File: src/rtl/control_unit.sv
`default_nettype none
// ============================================================================
// Module   : control_unit
// Purpose  : Hardwired Moore sequencer: fetch, decode ir[31:27], one strobe
//            step per clock, with run/halt handling and memory wait states.
// Revision : 1.0  initial release
// ============================================================================
module control_unit #(
   parameter logic [4:0] ALU_INC = 5'd12,
   parameter logic [4:0] ALU_ADD = 5'd3,
   parameter logic [4:0] ALU_AND = 5'd10,
   parameter logic [4:0] ALU_OR  = 5'd11
) (
   input  logic        clk,
   input  logic        clr,
   input  logic [31:0] ir,
   input  logic        con_ff,
   input  logic        mem_ready,
   input  logic        stop,
   output logic        run,
   output logic        PCout,
   output logic        Zlowout,
   output logic        MDRout,
   output logic        MARin,
   output logic        Zin,
   output logic        PCin,
   output logic        MDRin,
   output logic        IRin,
   output logic        Yin,
   output logic        Read,
   output logic        Write,
   output logic        Gra,
   output logic        Grb,
   output logic        Grc,
   output logic        Rin,
   output logic        Rout,
   output logic        BAout,
   output logic        Cout,
   output logic        CONin,
   output logic        OutportIn,
   output logic        InPortOut,
   output logic [4:0]  OpCode
);

   localparam logic [3:0] S_RESET = 4'd0;
   localparam logic [3:0] S_T0    = 4'd1;
   localparam logic [3:0] S_T1    = 4'd2;
   localparam logic [3:0] S_T2    = 4'd3;
   localparam logic [3:0] S_T3    = 4'd4;
   localparam logic [3:0] S_T4    = 4'd5;
   localparam logic [3:0] S_T5    = 4'd6;
   localparam logic [3:0] S_T6    = 4'd7;
   localparam logic [3:0] S_T7    = 4'd8;
   localparam logic [3:0] S_T8    = 4'd9;
   localparam logic [3:0] S_HALT  = 4'd10;

   localparam logic [4:0] OP_LD   = 5'd0;
   localparam logic [4:0] OP_LDI  = 5'd1;
   localparam logic [4:0] OP_ST   = 5'd2;
   localparam logic [4:0] OP_ADDI = 5'd12;
   localparam logic [4:0] OP_ANDI = 5'd13;
   localparam logic [4:0] OP_ORI  = 5'd14;
   localparam logic [4:0] OP_BR   = 5'd18;
   localparam logic [4:0] OP_JR   = 5'd19;
   localparam logic [4:0] OP_IN   = 5'd22;
   localparam logic [4:0] OP_OUT  = 5'd23;
   localparam logic [4:0] OP_HALT = 5'd27;

   logic [3:0] r_state;
   logic [3:0] w_next;
   logic [3:0] w_boundary;
   logic [4:0] w_op;
   logic       w_unused_ir;
   logic       w_is_ld, w_is_ldi, w_is_st, w_is_alu, w_is_imm;
   logic       w_is_br, w_is_jr, w_is_in, w_is_out, w_is_halt;
   logic       w_is_mem, w_is_short, w_has_exec;
   logic [4:0] w_imm_op;

   assign w_op        = ir[31:27];
   assign w_unused_ir = ^ir[26:0];

   assign w_is_ld   = (w_op == OP_LD);
   assign w_is_ldi  = (w_op == OP_LDI);
   assign w_is_st   = (w_op == OP_ST);
   assign w_is_alu  = (w_op >= 5'd3) && (w_op <= 5'd11);
   assign w_is_imm  = (w_op == OP_ADDI) || (w_op == OP_ANDI) || (w_op == OP_ORI);
   assign w_is_br   = (w_op == OP_BR);
   assign w_is_jr   = (w_op == OP_JR);
   assign w_is_in   = (w_op == OP_IN);
   assign w_is_out  = (w_op == OP_OUT);
   assign w_is_halt = (w_op == OP_HALT);

   assign w_is_mem   = w_is_ld || w_is_st;
   assign w_is_short = w_is_jr || w_is_in || w_is_out;
   assign w_has_exec = w_is_mem || w_is_ldi || w_is_alu || w_is_imm ||
                       w_is_br || w_is_short;

   assign w_imm_op = (w_op == OP_ANDI) ? ALU_AND :
                     (w_op == OP_ORI)  ? ALU_OR  : ALU_ADD;

   // stop is only honoured on the edge that ends an instruction
   assign w_boundary = stop ? S_HALT : S_T0;

   always_comb begin
      w_next = S_RESET;
      case (r_state)
         S_RESET: w_next = S_T0;
         S_T0:    w_next = S_T1;
         S_T1:    w_next = S_T2;
         S_T2:    w_next = mem_ready ? S_T3 : S_T2;
         S_T3: begin
            if (w_is_halt)
               w_next = S_HALT;
            else if (w_has_exec)
               w_next = S_T4;
            else
               w_next = w_boundary;
         end
         S_T4:    w_next = w_is_short ? w_boundary : S_T5;
         S_T5:    w_next = S_T6;
         S_T6:    w_next = (w_is_mem || w_is_br) ? S_T7 : w_boundary;
         S_T7: begin
            if (w_is_ld)
               w_next = mem_ready ? S_T8 : S_T7;
            else if (w_is_st)
               w_next = S_T8;
            else
               w_next = w_boundary;
         end
         S_T8: begin
            if (w_is_st && !mem_ready)
               w_next = S_T8;
            else
               w_next = w_boundary;
         end
         S_HALT:  w_next = S_HALT;
         default: w_next = S_RESET;
      endcase
   end

   always_ff @(posedge clk or posedge clr) begin
      if (clr)
         r_state <= S_RESET;
      else
         r_state <= w_next;
   end

   assign run = (r_state >= S_T0) && (r_state <= S_T8);

   always_comb begin
      PCout     = 1'b0;
      Zlowout   = 1'b0;
      MDRout    = 1'b0;
      MARin     = 1'b0;
      Zin       = 1'b0;
      PCin      = 1'b0;
      MDRin     = 1'b0;
      IRin      = 1'b0;
      Yin       = 1'b0;
      Read      = 1'b0;
      Write     = 1'b0;
      Gra       = 1'b0;
      Grb       = 1'b0;
      Grc       = 1'b0;
      Rin       = 1'b0;
      Rout      = 1'b0;
      BAout     = 1'b0;
      Cout      = 1'b0;
      CONin     = 1'b0;
      OutportIn = 1'b0;
      InPortOut = 1'b0;
      OpCode    = 5'd0;
      case (r_state)
         S_T0: begin
            PCout  = 1'b1;
            MARin  = 1'b1;
            Zin    = 1'b1;
            OpCode = ALU_INC;
         end
         S_T1: begin
            Zlowout = 1'b1;
            PCin    = 1'b1;
         end
         S_T2: begin
            Read  = 1'b1;
            MDRin = 1'b1;
         end
         S_T3: begin
            MDRout = 1'b1;
            IRin   = 1'b1;
         end
         S_T4: begin
            if (w_is_mem || w_is_ldi) begin
               Grb   = 1'b1;
               BAout = 1'b1;
               Yin   = 1'b1;
            end else if (w_is_alu || w_is_imm) begin
               Grb  = 1'b1;
               Rout = 1'b1;
               Yin  = 1'b1;
            end else if (w_is_br) begin
               Gra   = 1'b1;
               Rout  = 1'b1;
               CONin = 1'b1;
            end else if (w_is_jr) begin
               Gra  = 1'b1;
               Rout = 1'b1;
               PCin = 1'b1;
            end else if (w_is_in) begin
               Gra       = 1'b1;
               Rin       = 1'b1;
               InPortOut = 1'b1;
            end else if (w_is_out) begin
               Gra       = 1'b1;
               Rout      = 1'b1;
               OutportIn = 1'b1;
            end
         end
         S_T5: begin
            if (w_is_mem || w_is_ldi) begin
               Cout   = 1'b1;
               Zin    = 1'b1;
               OpCode = ALU_ADD;
            end else if (w_is_alu) begin
               Grc    = 1'b1;
               Rout   = 1'b1;
               Zin    = 1'b1;
               OpCode = w_op;
            end else if (w_is_imm) begin
               Cout   = 1'b1;
               Zin    = 1'b1;
               OpCode = w_imm_op;
            end else if (w_is_br) begin
               PCout = 1'b1;
               Yin   = 1'b1;
            end
         end
         S_T6: begin
            if (w_is_mem) begin
               Zlowout = 1'b1;
               MARin   = 1'b1;
            end else if (w_is_ldi || w_is_alu || w_is_imm) begin
               Zlowout = 1'b1;
               Gra     = 1'b1;
               Rin     = 1'b1;
            end else if (w_is_br) begin
               Cout   = 1'b1;
               Zin    = 1'b1;
               OpCode = ALU_ADD;
            end
         end
         S_T7: begin
            if (w_is_ld) begin
               Read  = 1'b1;
               MDRin = 1'b1;
            end else if (w_is_st) begin
               Gra   = 1'b1;
               Rout  = 1'b1;
               MDRin = 1'b1;
            end else if (w_is_br && con_ff) begin
               Zlowout = 1'b1;
               PCin    = 1'b1;
            end
         end
         S_T8: begin
            if (w_is_ld) begin
               MDRout = 1'b1;
               Gra    = 1'b1;
               Rin    = 1'b1;
            end else if (w_is_st) begin
               Write = 1'b1;
            end
         end
         default: ;
      endcase
   end

endmodule
`default_nettype wire

File: config.mk
export PLATFORM = sky130hd
export DESIGN_NAME = control_unit
export DESIGN_NICKNAME = d
export VERILOG_FILES = /design/src/rtl/control_unit.sv
export SDC_FILE = /design/constraint.sdc
export NUM_CORES = 1
export LEC_CHECK = 0
export BUFFER_PORTS_ARGS = -buffer_cell sky130_fd_sc_hd__buf_2
export CAP_MARGIN = 20
export CORE_MARGIN = 2
export CORE_UTILIZATION = 30
export CTS_BUF_LIST = sky130_fd_sc_hd__clkbuf_4 sky130_fd_sc_hd__clkbuf_8
export CTS_CLUSTER_SIZE = 14
export DETAILED_ROUTE_END_ITERATION = 12
export SYNTH_ARGS = -nofsm -noshare
export SYNTH_HDL_FRONTEND = slang
export SYNTH_SLANG_ARGS = --single-unit
export TNS_END_PERCENT = 30
File: constraint.sdc
create_clock -name clk -period 4 [get_ports clk]
set_input_delay 0.8 -clock clk [delete_from_list [all_inputs] [get_ports clk]]
set_output_delay 0.8 -clock clk [all_outputs]
set_load 0.05 [all_outputs]
# Yosys cells after proc, flatten, opt, wreduce, memory -nomap -nowiden
# Cells that the tools add are included.
dict set report word_totals {
  ff_bits 4
  inputBits 37
  output_inout_bits 27
  word_cells 140
}
dict set report op_classes {
  order_cmp 4
  eq_ne 20
  n_mux 94
  n_reduce_logical 21
}
# operator count
set ops {}
lappend ops {{1-bit two-way mux} 62}
lappend ops {{4-bit two-way mux} 11}
lappend ops {{4-bit one-hot mux with 11 select lines} 1}
lappend ops {{5-bit equality test, second input constant} 5}
lappend ops {{4-bit by 3-bit equality test with 1-bit output, second input constant} 4}
lappend ops {{5-bit by 4-bit equality test with 1-bit output, second input constant} 3}
lappend ops {{1-bit one-hot mux with 3 select lines} 5}
lappend ops {{5-bit one-hot mux with 3 select lines} 1}
lappend ops {{1-bit logical OR} 14}
lappend ops {{1-bit one-hot mux with 2 select lines} 7}
lappend ops {{4-bit equality test, second input constant} 3}
lappend ops {{5-bit two-way mux} 2}
lappend ops {{4-bit by 2-bit equality test with 1-bit output, second input constant} 2}
lappend ops {{2-bit two-way mux} 3}
lappend ops {{5-bit by 1-bit equality test with 1-bit output, second input constant} 1}
lappend ops {{5-bit by 2-bit equality test with 1-bit output, second input constant} 1}
lappend ops {{5-bit by 2-bit greater-or-equal comparator with 1-bit output, second input constant} 1}
lappend ops {{5-bit by 4-bit <= comparator with 1-bit output, second input constant} 1}
lappend ops {{5-bit zero test} 1}
lappend ops {{4-bit by 1-bit equality test with 1-bit output, second input constant} 1}
lappend ops {{4-bit by 1-bit greater-or-equal comparator with 1-bit output, second input constant} 1}
lappend ops {{4-bit <= comparator, second input constant} 1}
lappend ops {{1-bit logical AND} 4}
lappend ops {{4-bit zero test} 1}
lappend ops {{3 further kinds} 3}

# Longest topological paths before layout
dict set report depth {
  depth_word 10
  ltp_mapped 6
  mapped_depth_nobuf 4
}

# Worst setup path after synthesis
# No wires, ideal clock.
dict set report synth_path {
  path_kind {in2out}
  startpoint {input ir[27]}
  endpoint {output MARin}
  t_arrival_ns 2.731
  t_required_ns 3.200
  path_slack_ns 0.469
  cell_stages 5
  path_buffers 1
  cell_sequence {buf_2 -> nor4_2 -> and3_1 -> nor2_1 -> nor3b_1}
}
dict set report synth_via {
  elab_chain_len 4
  word_cells_on_any_way 5
  classes_between {1 x eq/ne; 2 x mux; 2 x reduce/logical}
}
# item line
set synth_rtl {}
lappend synth_rtl {{start, declared} 16} ;# input logic [31:0] ir,
lappend synth_rtl {{5-bit by 2-bit equality test with 1-bit output / 5-bit zero test (equally long branches)} {84, 82}}
lappend synth_rtl {{1-bit logical OR *} 93} ;# assign w_is_mem = w_is_ld || w_is_st;
lappend synth_rtl {{1-bit two-way mux *} 239} ;# if (w_is_mem) begin
lappend synth_rtl {{1-bit one-hot mux with 2 select lines *} 173} ;# case (r_state)
lappend synth_rtl {{end, declared} 24} ;# output logic MARin,
# Mark *: on every way between the ends. The rest lies on a longest branch, timed or not.

# Final worst setup path
dict set report layout_path {
  startpoint {register r_state[1]}
  endpoint {output OpCode[1]}
}
dict set report layout_via {
  elab_chain_len 2
  word_cells_on_any_way 4
  classes_between {3 x eq/ne; 1 x mux}
}
# item line
set layout_rtl {}
lappend layout_rtl {{start, declared} 69} ;# logic [3:0] r_state;
lappend layout_rtl {{start signal, assigned} 145} ;# r_state <= w_next;
lappend layout_rtl {{4-bit by 3-bit equality test with 1-bit output / 4-bit by 1-bit equality test with 1-bit output (equally long branches)} 173}
lappend layout_rtl {{5-bit one-hot mux with 3 select lines *} 173}
lappend layout_rtl {{end, declared} 42} ;# output logic [4:0] OpCode
# Marks and branches as above.

==> run_results.csv <==
group,metric,value,unit
status,run_status,"finished, final reports clean",
floorplan,rows,21,
timing,fin_worst_skew,0.002218,ns
setup_path,rrSetupSlack,2.02,ns
clock_tree,cts_buffers,3,
final_layout,drive_above_1_share,25.99,%
timing,period_needed,3.210,ns
logic_synthesis,synthCells,160,
placement,dp_cells,220,
logic_synthesis,synth_edf_count,0,
final_layout,nets,216,
clock_tree,cts_buffer_depth,2,
logic_synthesis,async_flop_share,100.0,%
timing,setup_viol,0,
setup_path,crit_fanout,23,
floorplan,core,3337,um2
floorplan,start_util,31.27,%
timing,slew_headroom,52.33,%
clock_tree,hold_buffers,0,
timing,rsz0062_at_grt,"no",
final_layout,nFillCells,385,
drt,avgRoutedWirePerCell,13.87,um
logic_synthesis,synth_cell_type_count,51,
final_layout,largest_register_ffs,4,
logic_synthesis,synth.yosys.seq_area_share,9.592,%
setup_path,crit_type,"register to primary output",
final_layout,final_area,1196,um2
drt,drc_errors,0,
drt,antenna_left,0,
timing,slew_viol_final,0,
clock_tree,cts_max_level,1,
clock_tree,cts_resized,0,
setup_path,start_kind,"register",
logic_synthesis,synth_seq_cells,4,
drt,firstDrtPassIters,4,
global_routing,grt_overflow,0,
clock_tree,clock-sinks,4,
global_routing,grt_max_degree,24,
run,cap_viol_max_count,0,
final_layout,layout_commonest_cell,"buf_2",
logic_synthesis,syn_area_per_cell,6.522,um2
timing,hold_violations,0,
clock_tree,postCtsSetupBuffers,0,
drt,drt_iter0_markers,36,
drt,wl,3093,um
setup_path,required,3.20,ns
placement,io_buffers,35,
setup_path,reg2reg_depth,5,
final_layout,area_growth_syn_to_layout,14.63,%
clock_tree,clk_pin_slew,0.04,ns
final_layout,reg_top3,"r_state x4",
logic_synthesis,synth.largest_area_cell,"dfrtp_1",
floorplan,die_y,62.98,um
timing,worst_slew_pin_slew,0.7150,ns
clock_tree,insertion_delay,0.23,ns
timing,fmax,311.5,MHz
drt,vias,1256,
power_and_ir_drop,p_per_area,635.3,nW/um2
placement,dp_hpwl,2256,um
placement,gp_congestion,0.9018,
floorplan,fp.dieArea,3966,um2
power_and_ir_drop,ir_drop,0.0001280,V
timing,fin_tns_setup,0,ns
global_routing,antenna_found_initial,0,
logic_synthesis,syn-cell-area,1044,um2
global_routing,grt_pass1_vias,1182,
setup_path,r2r-start,"r_state[1]",
global_routing,grtUsageTotal,16.01,%
logic_synthesis,synthFlopType,"dfrtp_1",
placement,placed_cell_area,1174,um2
drt,viasPerCell,5.632,
clock_tree,cts_root_buf,"clkbuf_4",
power_and_ir_drop,power,0.0007599,W
hold_path,hold_path.class,"input port to async pin",
setup_path,worstPathArrival,2.41,ns
final_layout,top_register,"r_state",
timing,post-route-period-util,80.25,%
logic_synthesis,yosys.area.top_type_share,9.592,%
setup_path,cp-end-kind,"primary output",
floorplan,die_w,62.98,um
logic_synthesis,syn_nets,197,
logic_synthesis,synth_warnings,0,
final_layout,finalNonFillerCells,223,
setup_path,r2r_end,"r_state[0]",
global_routing,grt_pass1_wl,5319,um
final_layout,n_antenna_cell,0,
floorplan,num_io_pins,64,
final_layout,layout_common_cells,"buf_2 (35), nand2_1 (18), nor2_1 (12), o21ai_0 (8)",
power_and_ir_drop,p_leak,0.5251,nW
logic_synthesis,ys_top_cells_by_area,"dfrtp_1 (9.6%), nand2_1 (6.5%), nor2_1 (4.3%)",
clock_tree,cts_tree,"built",
## worst max-delay path: stages, from the launching register on
cell and delay, ns:
dfrtp_1 0.79, nand2b_1 0.16, nor3_1 0.47, nand3_1 0.27
o21ai_0 0.20, buf_2 0.28
## cell type report
class	instances	area (um2)	share of cell area, %
repair buffers	36	182.7	15.27
well taps	46	57.56	4.812
flip-flops and latches	4	100.1	8.368
inverters	7	26.28	2.197
clock buffers	3	22.52	1.883
multi-input cells	127	807.0	67.47
## through the flow
stage	worst slack (ns)	hold slack, ns	utilization, %
5_1_grt	0.5461	0.4521	35.85
6_report	0.7898	0.4364	35.85
3_3_place_gp	0.7967	0.6832	35.17
4_1_cts	0.7754	0.4332	35.85
3_5_place_dp	0.8029	0.6825	35.17
2_1_floorplan	0.4687	0.5661	-
## cell families (layout without fill, tap and decap cells)
kind of cell           after synthesis  count (layout)  share of synthesized area (%)
buffers and inverters               29              46                          13.07
XOR/XNOR                             2               2                          1.679
AND/OR/NAND/NOR                     80              80                          45.44
other                                1               1                         0.3594
flip-flops                           4               4                          9.593
AO/OA/AOI/OAI                       43              43                          28.90
multiplexers                         1               1                         0.9593
## worst max path at each step
stage          startpoint   endpoint  slack, ns  cells after the start
6_report       r_state[1]  OpCode[1]       0.79                      5
5_1_grt        r_state[1]  OpCode[1]       0.55                      5
4_1_cts        r_state[1]  OpCode[1]       0.78                      5
3_5_place_dp       ir[29]        Yin       0.80                      6
3_3_place_gp       ir[29]        Yin       0.80                      6
2_1_floorplan      ir[27]      MARin       0.47                      5
## synthesized netlist by cell type, types with 4 or more instances
cell,instances
nor2b_1,4
buf_2,6
clkbuf_1,10
nor2_1,12
a21oi_1,5
nor3b_1,4
o211ai_1,5
nand2b_1,5
nand2_1,18
nor3_1,7
dfrtp_1,4
nand3_1,5
inv_1,7
a31oi_1,4
o21ai_0,8
## layer usage
metal / up-vias / track usage, % / wire length [um]
li1: 628 / - / -
met1: 571 / 21.40 / 1491
met2: 55 / 26.73 / 1415
met3: 2 / 2.162 / 182
met4: 0 / 4.444 / 4
met5: - / 0 / 0
## power by group
part | switching (W) | leakage [nW] | internal, W
clock network | 0.0000157 | 0.0138 | 0.0000335
logic | 0.000398 | 0.463 | 0.000163
registers | 0.0000923 | 0.0482 | 0.0000573
total | 0.000506 | 0.525 | 0.000254
Power figures use the tool's default switching activity.
